`config.mk`:
```
export PLATFORM = sky130hd
export DESIGN_NAME = imem_loader_flat
export DESIGN_NICKNAME = d
export VERILOG_FILES = /design/src/rtl/imem_loader_pkg.sv /design/src/rtl/imem_loader_if.sv /design/src/rtl/imem_loader_byte_packer32.sv /design/src/rtl/imem_loader.sv /design/src/flat_wrapper.sv
export SDC_FILE = /design/constraint.sdc
export NUM_CORES = 1
export LEC_CHECK = 0
export CORE_ASPECT_RATIO = 1.25
export CORE_MARGIN = 4
export CORE_UTILIZATION = 47
export DETAILED_ROUTE_END_ITERATION = 16
export GPL_TIMING_DRIVEN = 1
export PLACE_DENSITY = 0.75
export SLEW_MARGIN = 30
export SYNTH_ARGS = -nofsm -noshare
export SYNTH_HDL_FRONTEND = slang
export SYNTH_HIERARCHICAL = 1
export SYNTH_SLANG_ARGS = --single-unit
```
`constraint.sdc`:
```
create_clock -name CLK -period 2.31 [get_ports CLK]
set_clock_uncertainty 0.15 [all_clocks]
set_input_delay 0.231 -clock CLK [delete_from_list [all_inputs] [get_ports CLK]]
set_output_delay 0.231 -clock CLK [all_outputs]
set_load 0.01 [all_outputs]
```
`src/rtl/imem_loader_pkg.sv`:
```
// imem_loader_pkg: shared state encoding and header field layout for the program loader.
package imem_loader_pkg;
    typedef enum logic [2:0] {
        IDLE    = 3'd0,
        HDR_LEN = 3'd1,
        HDR_PC  = 3'd2,
        LOAD    = 3'd3,
        RUN     = 3'd4,
        ERROR   = 3'd5
    } state_t;
    localparam int LEN_LSB = 0;
    localparam int LEN_MSB = 15;
    function automatic logic is_busy(state_t s);
        return s inside {HDR_LEN, HDR_PC, LOAD};
    endfunction
endpackage

```
`src/rtl/imem_loader_if.sv`:
```
// imem_loader_if: byte stream, instruction-memory write port and processor control of the loader.
interface imem_loader_if #(parameter int ADDR_W = 8);
    logic              load_start;
    logic [7:0]        in_data;
    logic              in_valid;
    logic              in_ready;
    logic              imem_we;
    logic [ADDR_W-1:0] imem_addr;
    logic [31:0]       imem_wdata;
    logic [31:0]       start_pc;
    logic              proc_run;
    logic              busy;
    logic              err;
    modport master (
        output load_start, in_data, in_valid,
        input  in_ready, imem_we, imem_addr, imem_wdata, start_pc, proc_run, busy, err
    );
    modport slave (
        input  load_start, in_data, in_valid,
        output in_ready, imem_we, imem_addr, imem_wdata, start_pc, proc_run, busy, err
    );
endinterface

```
`src/rtl/imem_loader_byte_packer32.sv`:
```
// byte_packer32: packs a byte stream MSB-first into 32-bit words, pulsing o_word_done on the 4th byte.
module byte_packer32 (
    input  logic        i_clk,
    input  logic        i_rst_n,
    input  logic        i_clr,
    input  logic        i_fire,
    input  logic [7:0]  i_byte,
    output logic [31:0] o_word,
    output logic        o_word_done
);
    logic [1:0]  r_cnt;
    logic [23:0] r_acc;
    // Only the three most recent bytes need storing; the 4th is the live input.
    assign o_word      = {r_acc, i_byte};
    assign o_word_done = i_fire && r_cnt == 2'd3;
    always_ff @(posedge i_clk) begin
        if (!i_rst_n || i_clr) begin
            r_cnt <= '0;
            r_acc <= '0;
        end else if (i_fire) begin
            r_cnt <= r_cnt + 2'd1;
            r_acc <= o_word[23:0];
        end
    end
endmodule

```
`src/rtl/imem_loader.sv`:
```
// imem_loader: parses a length/PC header from a byte stream, writes the program into
// instruction memory, then releases the processor at start_pc.
module imem_loader
    import imem_loader_pkg::*;
#(
    parameter int ADDR_W = 8
) (
    input  logic         CLK,
    input  logic         RESET,
    imem_loader_if.slave bus
);
    localparam logic [ADDR_W:0] CAP = {1'b1, {ADDR_W{1'b0}}};

    state_t            r_state, w_next;
    logic [ADDR_W:0]   r_len, r_wcnt;
    logic              r_we;
    logic [ADDR_W-1:0] r_addr;
    logic [31:0]       r_wdata, r_start_pc;
    logic              w_busy, w_run, w_err, w_fire, w_start, w_done, w_len_bad, w_last;
    logic [31:0]       w_word;
    logic [15:0]       w_len_field;

    assign w_fire      = bus.in_valid && w_busy;
    assign w_start     = bus.load_start && !w_busy;
    assign w_len_field = w_word[LEN_MSB:LEN_LSB];
    assign w_len_bad   = 17'(w_len_field) > 17'(CAP);
    assign w_last      = r_wcnt == r_len - 1'b1;

    byte_packer32 u_packer (
        .i_clk       (CLK),
        .i_rst_n     (RESET),
        .i_clr       (w_start),
        .i_fire      (w_fire),
        .i_byte      (bus.in_data),
        .o_word      (w_word),
        .o_word_done (w_done)
    );

    always_ff @(posedge CLK) begin
        if (!RESET) r_state <= IDLE;
        else        r_state <= w_next;
    end

    // The final word's strobe lands in the first RUN cycle, so release waits for it to clear.
    always_comb begin
        w_next = r_state;
        w_busy = is_busy(r_state);
        w_run  = r_state == RUN && !r_we;
        w_err  = r_state == ERROR;
        unique case (r_state)
            IDLE, RUN, ERROR: w_next = bus.load_start ? HDR_LEN : r_state;
            HDR_LEN:          w_next = w_done ? (w_len_bad ? ERROR : HDR_PC) : r_state;
            HDR_PC:           w_next = w_done ? (r_len == '0 ? RUN : LOAD) : r_state;
            LOAD:             w_next = (w_done && w_last) ? RUN : r_state;
            default:          w_next = IDLE;
        endcase
    end

    always_ff @(posedge CLK) begin
        if (!RESET) begin
            r_len      <= '0;
            r_wcnt     <= '0;
            r_we       <= 1'b0;
            r_addr     <= '0;
            r_wdata    <= '0;
            r_start_pc <= '0;
        end else begin
            r_we <= 1'b0;
            if (r_state == HDR_LEN && w_done) r_len <= (ADDR_W+1)'(w_len_field);
            if (r_state == HDR_PC && w_done) begin
                r_start_pc <= w_word;
                r_wcnt     <= '0;
            end
            if (r_state == LOAD && w_done) begin
                r_we    <= 1'b1;
                r_addr  <= r_wcnt[ADDR_W-1:0];
                r_wdata <= w_word;
                r_wcnt  <= r_wcnt + 1'b1;
            end
        end
    end

    assign bus.in_ready   = w_busy;
    assign bus.busy       = w_busy;
    assign bus.err        = w_err;
    assign bus.proc_run   = w_run;
    assign bus.imem_we    = r_we;
    assign bus.imem_addr  = r_addr;
    assign bus.imem_wdata = r_wdata;
    assign bus.start_pc   = r_start_pc;
endmodule
```
`src/flat_wrapper.sv`:
```
// flat-port wrapper written by rule: the top's interface ports become plain ports
module imem_loader_flat import imem_loader_pkg::*;
#(
    parameter int ADDR_W = 8
)
  (CLK, RESET, bus_load_start, bus_in_data, bus_in_valid, bus_in_ready, bus_imem_we, bus_imem_addr, bus_imem_wdata, bus_start_pc, bus_proc_run, bus_busy, bus_err);
  imem_loader_if #(.ADDR_W(ADDR_W)) bus_i ();
  input  logic CLK;
  input  logic RESET;
  input wire logic [$bits(bus_i.load_start)-1:0] bus_load_start;
  input wire logic [$bits(bus_i.in_data)-1:0] bus_in_data;
  input wire logic [$bits(bus_i.in_valid)-1:0] bus_in_valid;
  output wire logic [$bits(bus_i.in_ready)-1:0] bus_in_ready;
  output wire logic [$bits(bus_i.imem_we)-1:0] bus_imem_we;
  output wire logic [$bits(bus_i.imem_addr)-1:0] bus_imem_addr;
  output wire logic [$bits(bus_i.imem_wdata)-1:0] bus_imem_wdata;
  output wire logic [$bits(bus_i.start_pc)-1:0] bus_start_pc;
  output wire logic [$bits(bus_i.proc_run)-1:0] bus_proc_run;
  output wire logic [$bits(bus_i.busy)-1:0] bus_busy;
  output wire logic [$bits(bus_i.err)-1:0] bus_err;
  assign bus_i.load_start = bus_load_start;
  assign bus_i.in_data = bus_in_data;
  assign bus_i.in_valid = bus_in_valid;
  assign bus_in_ready = bus_i.in_ready;
  assign bus_imem_we = bus_i.imem_we;
  assign bus_imem_addr = bus_i.imem_addr;
  assign bus_imem_wdata = bus_i.imem_wdata;
  assign bus_start_pc = bus_i.start_pc;
  assign bus_proc_run = bus_i.proc_run;
  assign bus_busy = bus_i.busy;
  assign bus_err = bus_i.err;
  imem_loader #(.ADDR_W(ADDR_W)) u_core (.CLK(CLK), .RESET(RESET), .bus(bus_i));
endmodule
```
==> Word-level counts from Yosys, hierarchy flattened <==
Index checks and enable logic that the tools add are counted.
{ "classes": {"eq_ne": 11, "add_sub_neg": 3, "magnitude_cmp": 1, "reduce_logical": 18, "mux": 10} }
{ "op_table": {"columns": ["cell", "n"], "rows": [
  ["$mux W3", 6],
  ["$mux W9", 2],
  ["$gt A16 B9 Y1 const B", 1],
  ["$pmux W3 S4", 1],
  ["$add A9 B1 Y9 const B", 1],
  ["$eq A9 B9 Y1", 1],
  ["$logic_not A9 Y1", 1],
  ["$sub A9 B1 Y9 const B", 1],
  ["$logic_and A1 B1 Y1", 8],
  ["$eq A3 B2 Y1 const B", 2],
  ["$eq A3 B3 Y1 const B", 2],
  ["$ne A2 B1 Y1 const B", 2],
  ["$ne A2 B2 Y1 const B", 2],
  ["$reduce_and A4 Y1", 1],
  ["$eq A3 B1 Y1 const B", 1],
  ["$logic_not A1 Y1", 3],
  ["$logic_not A3 Y1", 1],
  ["$reduce_bool A3 Y1", 1],
  ["$reduce_or A3 Y1", 1],
  ["$add A2 B1 Y2 const B", 1],
  ["$eq A2 B2 Y1 const B", 1],
  ["$reduce_bool A2 Y1", 1],
  ["$logic_or A1 B1 Y1", 1],
  ["$mux W1", 1]
]} }
{ "word_totals": {"in_bits": 12, "register_bits": 120, "wordCells": 52, "output_inout_bits": 77} }

==> Logic depth before layout (Yosys ltp) <==
Gate-level depths: netlist of run 1.
{ "depth": {"depth_word": 7, "ltp_mapped": 12, "ltp_nobuf": 9} }

==> Hierarchy <==
The synthesis of run 1 kept the hierarchy.
{ "modules_own_cells": {"columns": ["mod", "seq_area_each_um2", "n_inst", "area_per_inst_um2", "cells_per_inst"], "rows": [
  ["imem_loader", 1881.8, 1, 3992.6, 489],
  ["byte_packer32", 520.5, 1, 1047.3, 95]
]} }

==> Worst setup path after synthesis of run 1 <==
Ideal clock, no wire load.
{ "synth_timing": {"path_type": "flip-flop to flip-flop", "start": "register u_core.r_state[2]", "end": "register u_core.r_addr[7], in the netlist u_core/bus.imem_addr[7]", "period_less_slack_ns": 2.597, "setup_ns": 0.076, "n_path_buf": 4, "arrival_ns": 2.372, "path_slack_ns": -0.287, "required_time_ns": 2.084, "stages_incl_launch_ff": 13, "path_cell_list": "dfxtp_1 > clkbuf_1 > o21bai_1 > inv_1 > and2_1 > buf_6 > buf_12 > and2_1 > nand3b_1 > nor2_1 > clkbuf_1 > nand2_1 > a21boi_0"} }
{ "synth_between": {"elab_chain_cells": 5, "word_cells_on_any_way": 7, "classes_between": "eq/ne: 3; reduce/logical: 4"} }
{ "synth_rtl": {"columns": ["element", "line_no", "rtl"], "rows": [
  ["start: declaration", "imem_loader.sv:14", "state_t r_state, w_next;"],
  ["start signal: assignment", "imem_loader.sv:41", "else r_state <= w_next;"],
  ["$eq A3 B1 Y1 or $eq A3 B2 Y1 (tied branches)", "imem_loader_pkg.sv:14", "return s inside {HDR_LEN, HDR_PC, LOAD};"],
  ["$reduce_bool A3 Y1 (*)", "imem_loader_pkg.sv:14", null],
  ["named net bus_busy", "flat_wrapper.sv:19", "output wire logic [$bits(bus_i.busy)-1:0] bus_busy;"],
  ["$logic_and A1 B1 Y1 (*)", "imem_loader.sv:23", "assign w_fire = bus.in_valid && w_busy;"],
  ["named net u_core.w_fire", "imem_loader.sv:19", "logic w_busy, w_run, w_err, w_fire, w_start, w_done, w_len_bad, w_last;"],
  ["$logic_and A1 B1 Y1 (*)", "imem_loader_byte_packer32.sv:15", "assign o_word_done = i_fire && r_cnt == 2'd3;"],
  ["named net u_core.w_done", "imem_loader.sv:19", null],
  ["$logic_and A1 B1 Y1 (*)", "imem_loader.sv:74", "if (r_state == LOAD && w_done) begin"],
  ["end signal: assignment", "imem_loader.sv:76", "r_addr <= r_wcnt[ADDR_W-1:0];"],
  ["end: declaration", "imem_loader.sv:17", "logic [ADDR_W-1:0] r_addr;"]
]} }
The timed path passes the listed nets; every way through them passes the cells marked *.
A chain may end at the register's enable or synchronous reset.

==> Worst setup path after layout of run 1 <==
{ "layout_timing": {"start": "register u_core.r_state[1]", "end": "output bus_err"} }
{ "layout_between": {"elab_chain_cells": 1} }
{ "layout_rtl": {"columns": ["element", "line_no", "rtl"], "rows": [
  ["$eq A3 B3 Y1", "imem_loader.sv:49", "w_err = r_state == ERROR;"],
  ["end: declaration", "flat_wrapper.sv:20", "output wire logic [$bits(bus_i.err)-1:0] bus_err;"]
]} }
Every way passes these cells.

==> results of run 1 <==
-- sequential cells by signal (all words and copies together), names as in the netlist --
| register | count |
|---|---|
| u_core/r_len | 9 |
| u_core/r_state | 3 |
| u_core/r_wcnt | 9 |
| u_core/bus.imem_addr | 8 |
| u_core/bus.imem_we | 1 |
| u_core/u_packer/r_acc | 24 |
| u_core/bus.imem_wdata | 32 |
| u_core/bus.start_pc | 32 |
| u_core/u_packer/r_cnt | 2 |
-- synth_stat cells (2+ instances only) --
| cell | instances |
|---|---|
| sky130_fd_sc_hd__nand3_1 | 3 |
| sky130_fd_sc_hd__and3_1 | 4 |
| sky130_fd_sc_hd__xnor2_1 | 10 |
| sky130_fd_sc_hd__ha_1 | 3 |
| sky130_fd_sc_hd__nor4_1 | 5 |
| sky130_fd_sc_hd__a31oi_1 | 3 |
| sky130_fd_sc_hd__o21ai_0 | 9 |
| sky130_fd_sc_hd__nand2_1 | 181 |
| sky130_fd_sc_hd__mux2i_1 | 27 |
| sky130_fd_sc_hd__buf_6 | 3 |
| sky130_fd_sc_hd__clkbuf_1 | 27 |
| sky130_fd_sc_hd__inv_1 | 5 |
| sky130_fd_sc_hd__and2_1 | 6 |
| sky130_fd_sc_hd__a21oi_1 | 9 |
| sky130_fd_sc_hd__buf_4 | 10 |
| sky130_fd_sc_hd__xor2_1 | 2 |
| sky130_fd_sc_hd__a22oi_1 | 2 |
| sky130_fd_sc_hd__o21a_1 | 2 |
| sky130_fd_sc_hd__buf_12 | 2 |
| sky130_fd_sc_hd__dfxtp_1 | 120 |
| sky130_fd_sc_hd__a21boi_0 | 83 |
| sky130_fd_sc_hd__buf_2 | 2 |
| sky130_fd_sc_hd__nor4b_1 | 2 |
| sky130_fd_sc_hd__nand2b_1 | 2 |
| sky130_fd_sc_hd__nor2b_1 | 6 |
| sky130_fd_sc_hd__nor3_1 | 6 |
| sky130_fd_sc_hd__nand3b_1 | 4 |
| sky130_fd_sc_hd__nor2_1 | 33 |
-- area by class of cell --
cell class | count | area [µm²]
Fill cell | 859 | 3850
Multi-Input combinational cell | 415 | 2410
Sequential cell | 120 | 2400
Timing Repair Buffer | 111 | 1110
Clock buffer | 23 | 508
Tap cell | 132 | 165
Clock inverter | 8 | 92.6
Inverter | 5 | 18.8
-- how the worst max path moves through the flow --
stage / start / to / slack [ns] / cells past startpoint
after floorplan: u_core/r_state[2]$_SDFFE_PN0P_ / u_core/bus.imem_addr[7]$_SDFFE_PN0P_ / -0.01 / 12
after global placement: u_core/r_len[3]$_SDFFE_PN0P_ / u_core/r_state[2]$_SDFFE_PN0P_ / 0.21 / 6
after detailed placement: u_core/r_len[3]$_SDFFE_PN0P_ / u_core/r_state[2]$_SDFFE_PN0P_ / 0.11 / 6
after CTS: u_core/r_state[0]$_SDFFE_PN0P_ / bus_proc_run / 0.08 / 3
after global routing: u_core/r_len[4]$_SDFFE_PN0P_ / u_core/r_state[2]$_SDFFE_PN0P_ / -0.0006 / 6
final: u_core/r_state[1]$_SDFFE_PN0P_ / bus_err / 0.11 / 4
-- stage by stage --
stage | instance area, µm² | total power, mW | setup slack, ns
global route | 6720 | 5.78 | -0.000624
detailed placement | 6100 | 2.97 | 0.110
CTS | 6700 | 5.59 | 0.0837
global placement | 6100 | 2.94 | 0.211
finish | 6720 | 5.58 | 0.108
floorplan | 5170 | 2.84 | -0.0134
-- power by group --
| part | internal (mW) | leakage [nW] | total (mW) | switching, mW |
|---|---|---|---|---|
| clock | 1.74 | 0.301 | 2.64 | 0.896 |
| sequential | 2.12 | 0.968 | 2.18 | 0.0626 |
| combinational | 0.334 | 1.08 | 0.755 | 0.420 |
| total | 4.20 | 2.35 | 5.58 | 1.38 |
-- metal layers --
layer	vias to the layer above	part of all wire (%)	wire length, µm
met5	-	0	0
met4	0	2.5	325
met3	31	5.1	669
met2	145	51	6700
met1	2069	41	5460
li1	2105	-	-
-- critical path, stage by stage (launching register included) --
cell,delay [ns]
sky130_fd_sc_hd__dfxtp_1,0.33
sky130_fd_sc_hd__buf_4,0.17
sky130_fd_sc_hd__inv_1,0.20
sky130_fd_sc_hd__and3_1,0.19
sky130_fd_sc_hd__clkdlybuf4s50_1,0.52
-- kinds of logic (layout without fill, tap and decap cells) --
logic type / count (synthesis) / after routing
fa+ha+maj: 3 / 3
simple gates: 261 / 261
flops: 120 / 120
compound gates: 112 / 112
buf+inv: 49 / 147
mux: 27 / 27
xor+xnor: 12 / 12
-- repair_timing --
action | CTS | global route
endpoints found under the setup margin | 0 | 2
gates resized for setup | 0 | 5
hold buffers | 0 | 0
==> impl_results.md, run 1 <==
* Outcome: completed
* Vias in the first global route at 4,404
* Most used cells in the layout excluding fill and tap cells: sky130_fd_sc_hd__nand2_1 (180), sky130_fd_sc_hd__dfxtp_1 (119), sky130_fd_sc_hd__clkdlybuf4s50_1 (86), sky130_fd_sc_hd__a21boi_0 (44), sky130_fd_sc_hd__a21boi_1 (39)
* Routed vias/inst at 5.34
* Global routing usage on met3 at 5.15%
* Horizontal extent of the die at 101 µm
* Max-slew violations at 0
* Main combinational cell family by area after synthesis: simple AND/OR/NAND/NOR gates
* Hold Violations, Final at 0
* Global-route usage over all layers at 21.7%
* Netlist area before placement at 5040 µm²
* Total of warnings raised by yosys at 6
* Number of instances in the placed design at 783
* Post-synthesis compound-gate area fraction at 16.1%
* Most frequent standard cell in the layout excluding fill and tap cells: sky130_fd_sc_hd__nand2_1
* Power per standard cell area at 831 nW/µm²
* Sum of overflow across all layers after global routing at 0
* Maximum number of pins on one net before global-route repair at 50
* Crit start category: register
* Total of buffers placed on input and output ports at 88
* Die Y at 124 µm
* Final estimated routing congestion in global placement at 0.898
* Final worst path period need at 2.20 ns
* Share of synthesized registers carrying an async set or reset at 0%
* Crit end category: primary output
* Final routed wirelength across all metal layers at 13,200 µm
* Setup violators final at 0
* Number of cells on the worst reg-to-reg path at 6
* Share of the core filled with cells at 63.6%
* Part of the cycle the worst path needs at 95.3%
* Worst hold path depth at 2
* Post-synth top area share at 47.7%
* Dpl hpwl at 8740 µm
* Terminating pin of the worst hold path: u_core/bus.imem_wdata[16]$_SDFFE_PN0P_
* Final layout net count at 685
* CTS tree: done
* Part of the Yosys area used for sequential elements at 47.7%
* Cells taking the most area after synthesis: sky130_fd_sc_hd__dfxtp_1 (48%), sky130_fd_sc_hd__nand2_1 (13%), sky130_fd_sc_hd__a21boi_0 (12%)
* Global-route track usage on met2 at 36.9%
* Number of diodes added for antenna fixing at 0
* Cell taking the most area after synthesis: sky130_fd_sc_hd__dfxtp_1
* Maximum count of clock buffers along a single path at 2
* Tightest slew margin relative to the limit at 70.9%
* Clock buffer count from CTS at 17
* Fraction of final layout cells sized beyond drive strength 1 at 10.7%
* Number of antenna violations at the first check in global routing at 0
* Static Leak at 2.35 nW
* Number of search-and-repair iterations in the first detailed-routing pass at 4
* Synth unique cells at 41
* Via count at 4,350
* Class of the tightest hold or removal check: primary input to register
* Multiplexer area fraction after synthesis at 5.36%
* Total negative setup slack at 0 ns
* Number of enable flip-flop cells after synthesis at 0
* Fraction of the mapped netlist area in adder cells at 0.745%
* Area share of and/or/nand/nor cells after synthesis at 22.5%
* Effective utilization at floorplan at 47.7%
* Maximum capacitance violations at 0
* TritonCTS Sinks at 120
* Main flop type after synthesis: sky130_fd_sc_hd__dfxtp_1
* Met1 usage at 25.5%
* Relative area change from synthesis to final layout at 33.2%
* Reg2Reg Capture Point: u_core/r_state[2]$_SDFFE_PN0P_
* Initial drt markers at 300
* Data required time at the worst endpoint at 1.93 ns
* Clock slew at the register clock pins of the worst setup and hold paths at 0.05 ns
* Die outline area at 12,500 µm²
* Post-DRT Antenna Nets at 0
* WP data arrival at 1.82 ns
* XOR/XNOR share of the synthesized area at 2.09%
* Clock Root Buffer: sky130_fd_sc_hd__clkbuf_16
* Average cell area after synthesis at 8.63 µm²
* Post-Syn Instances at 584
* Max Clk Rate at 454 MHz
* Crit Path Category: register to primary output
* Drt drc at 0
* Crit path max fanout at 9
* Routed wirelength normalized by instance count at 16.2 µm
* Critical R2R Launch: u_core/r_len[4]$_SDFFE_PN0P_
* Number of setup buffers added after CTS at 0
* CTS H-Tree Depth at 4
* Peak supply drop at 0.505 mV
* Clock latency reported for the late side of the worst-skew pair at 0.41 ns
* Reg-to-reg slack, setup at 0.15 ns
* Post-Syn Nets at 599
* Worst Hold Margin at 0.103 ns
* Number of standard cells in the final layout excluding fillers at 814
* Start point of the worst min-delay path: RESET
* Most Crowded Layer GR: met2
* Ports placed on the boundary at 89
* Register bit total from synthesis at 120
* Slew @ Worst Pin at 0.436 ns
* Floorplan Core Area at 10,600 µm²
* First-pass GRT wire length at 21,200 µm
* Total number of placement rows at 42
Power figures use the tool's default switching activity.
==> run 2: changes to the inputs <==
CORE_UTILIZATION = 50   (was 47)
MAX_ROUTING_LAYER = met4   (was default)
PLACE_DENSITY = 0.76   (was 0.75)
clock period = 2.5 ns   (was 2.31 ns; I/O delays follow)
==> run 2 against run 1 <==
Compared with the run above: first-iteration DRC count shrank 23%; sequential share of layout area up 0.95 points; register-to-register slack better by 0.08 ns; count of clock-buffer cells in the layout rose by 2; largest cell class is now flip-flops and latches; die area down 5.6%; combinational power down 15%; largest power group unchanged; utilization is 3.8 points higher.
==> impl_results.md, run 2 (synthesis results as in run 1) <==
* RSZ-0062 raised after global routing: false
* Die Y at 120 µm
* Number of diodes added for antenna fixing at 0
* Class of the tightest hold or removal check: primary input to register
* Crit path max fanout at 19
* Reg2Reg Capture Point: u_core/bus.imem_wdata[1]$_SDFFE_PN0P_
* Maximum capacitance violations at 0
* CTS tree: done
* Clock buffer count from CTS at 17
* Via count at 4,295
* Slew @ Worst Pin at 0.461 ns
* CTS H-Tree Depth at 4
* Switching power share of the total at 24.8%
* Outcome: completed
* Maximum number of pins on one net before global-route repair at 53
* Share of total power in the clock network at 46.1%
* Final worst path period need at 2.27 ns
* Switching Power at 1.22 mW
* Routed wirelength normalized by instance count at 15.5 µm
* Number of cells on the worst reg-to-reg path at 9
* Max-slew violations at 0
* Final estimated routing congestion in global placement at 0.888
* Fraction of final layout cells sized beyond drive strength 1 at 8.43%
* Max Clk Rate at 441 MHz
* Final routed wirelength across all metal layers at 12,400 µm
* Dpl hpwl at 8480 µm
* TritonCTS Sinks at 120
* Delay of the slowest critical-path stage at 0.31 ns
* Global-route usage over all layers at 22.0%
* Relative area change from synthesis to final layout at 29.7%
* Clock slew at the register clock pins of the worst setup and hold paths at 0.05 ns
* Vias in the first global route at 4,256
* Data required time at the worst endpoint at 2.66 ns
* Total negative setup slack at 0 ns
* WP data arrival at 2.43 ns
* Total of buffers placed on input and output ports at 88
* Power per standard cell area at 754 nW/µm²
* Sum of overflow across all layers after global routing at 0
* Total number of placement rows at 40
* Horizontal extent of the die at 97.8 µm
* Part of the cycle the worst path needs at 90.8%
* Initial drt markers at 232
* Most used cells in the layout excluding fill and tap cells: sky130_fd_sc_hd__nand2_1 (180), sky130_fd_sc_hd__dfxtp_1 (120), sky130_fd_sc_hd__clkdlybuf4s50_1 (87), sky130_fd_sc_hd__a21boi_0 (83), sky130_fd_sc_hd__nor2_1 (31)
* Tightest slew margin relative to the limit at 69.2%
* Ports placed on the boundary at 89
* Critical R2R Launch: u_core/r_state[0]$_SDFFE_PN0P_
* Die outline area at 11,800 µm²
* Reg-to-reg slack, setup at 0.23 ns
* Fraction of power consumed by sequential logic at 40.8%
* Floorplan Core Area at 9710 µm²
* Combinational share of power at 13.1%
* Worst setup path endpoint: u_core/bus.imem_wdata[1]$_SDFFE_PN0P_
* Number of antenna violations at the first check in global routing at 0
* Cell-by-cell trace of the critical path: o21bai_1, inv_1, and2_1, and2_4, nor3b_4, nand2_2, buf_4, nand2_1, a21boi_0
* Post-DRT Antenna Nets at 0
* Static Leak at 2.22 nW
* Beginning of the critical path: u_core/r_state[0]$_SDFFE_PN0P_
* First-pass GRT wire length at 20,300 µm
* Most frequent standard cell in the layout excluding fill and tap cells: sky130_fd_sc_hd__nand2_1
* Routed vias/inst at 5.36
* Final layout net count at 678
* Maximum count of clock buffers along a single path at 2
* Hold-fix buffer count after cts at 0
* Setup violators final at 0
* Drt drc at 0
* Clock latency reported for the late side of the worst-skew pair at 0.40 ns
* Number of search-and-repair iterations in the first detailed-routing pass at 5
* Clock Root Buffer: sky130_fd_sc_hd__clkbuf_16
* Crit path max-delay cell type: sky130_fd_sc_hd__dfxtp_1
* Crit Path Category: register to register
* Peak supply drop at 0.506 mV
* Crit start category: register
* Effective utilization at floorplan at 51.9%
* Hold Violations, Final at 0
* Internal Power at 3.71 mW
* Crit end category: register
* Worst Hold Margin at 0.189 ns
## run 2: cell count changes in the layout (fill, tap and decap cells not counted), sizes merged
cell and change:
clkinvlp +2, clkbuf +2, buf -7, bufinv -1, dlymetal6s2s -1, clkinv -2, clkdlybuf4s50 +1
## run 2: power by group through the flow
stage | combinational, mW | sequential [mW] | clock [mW]
CTS | 0.642 | 2.01 | 2.30
finish | 0.645 | 2.01 | 2.27
floorplan | 0.544 | 2.03 | 0
global route | 0.703 | 2.02 | 2.40
global placement | 0.625 | 2.05 | 0
detailed placement | 0.636 | 2.05 | 0
## run 2: worst min-delay path by stage
stage	to	slack, ns	depth (start not counted)	startpoint
2_1_floorplan	u_core/u_packer/r_acc[0]$_SDFFE_PP0P_	0.25	2	bus_in_data[0]
3_3_place_gp	u_core/bus.start_pc[8]$_SDFFE_PN0P_	0.30	2	u_core/bus.start_pc[8]$_SDFFE_PN0P_
3_5_place_dp	u_core/bus.start_pc[1]$_SDFFE_PN0P_	0.31	2	u_core/bus.start_pc[1]$_SDFFE_PN0P_
4_1_cts	u_core/r_state[1]$_SDFFE_PN0P_	0.17	3	RESET
5_1_grt	u_core/bus.imem_wdata[18]$_SDFFE_PN0P_	0.20	2	RESET
6_report	u_core/bus.imem_wdata[18]$_SDFFE_PN0P_	0.19	2	RESET
## run 2: layer usage
layer,up-vias,routed length [µm],global-route usage (%)
met2,123,6290,37.4
met1,2056,5320,25.4
met5,-,0,-
li1,2085,-,-
met4,0,342,9.96
met3,31,471,4.10
## run 2: critical path, delay by kind of cell, from the launching register on
kind | cells | cell delay, ns
AND/OR/NAND/NOR | 5 | 0.83
buffers and inverters | 2 | 0.40
AO/OA/AOI/OAI | 2 | 0.47
flip-flops | 1 | 0.31
## run 2: metrics by stage
| stage | instance area [µm²] | util, % | power [mW] | worst slack (ns) | cells |
|---|---|---|---|---|---|
| after global placement | 5970 | 61.5 | 2.67 | 0.287 | 770 |
| after detailed placement | 5970 | 61.5 | 2.69 | 0.147 | 770 |
| final | 6540 | 67.3 | 4.93 | 0.230 | 802 |
| after floorplan | 5070 | - | 2.57 | 0.0344 | 584 |
| after CTS | 6540 | 67.3 | 4.96 | 0.107 | 802 |
| after global routing | 6540 | 67.3 | 5.12 | 0.00677 | 802 |
## run 2: cell type report
cell class                 count  area, µm²
tap                          126        158
clock buffer                  25        495
inverter                       5       18.8
timing repair buffer         104       1020
multi-input combinational    415       2370
fill                         804       3170
clock inverter                 7       67.6
sequential                   120       2400
## run 2: timing repair
item / in CTS / in global routing
buffers inserted: 0 / 0
hold endpoints to repair: 0 / 0
setup endpoints to repair: 0 / 24
gates resized for setup: 0 / 1
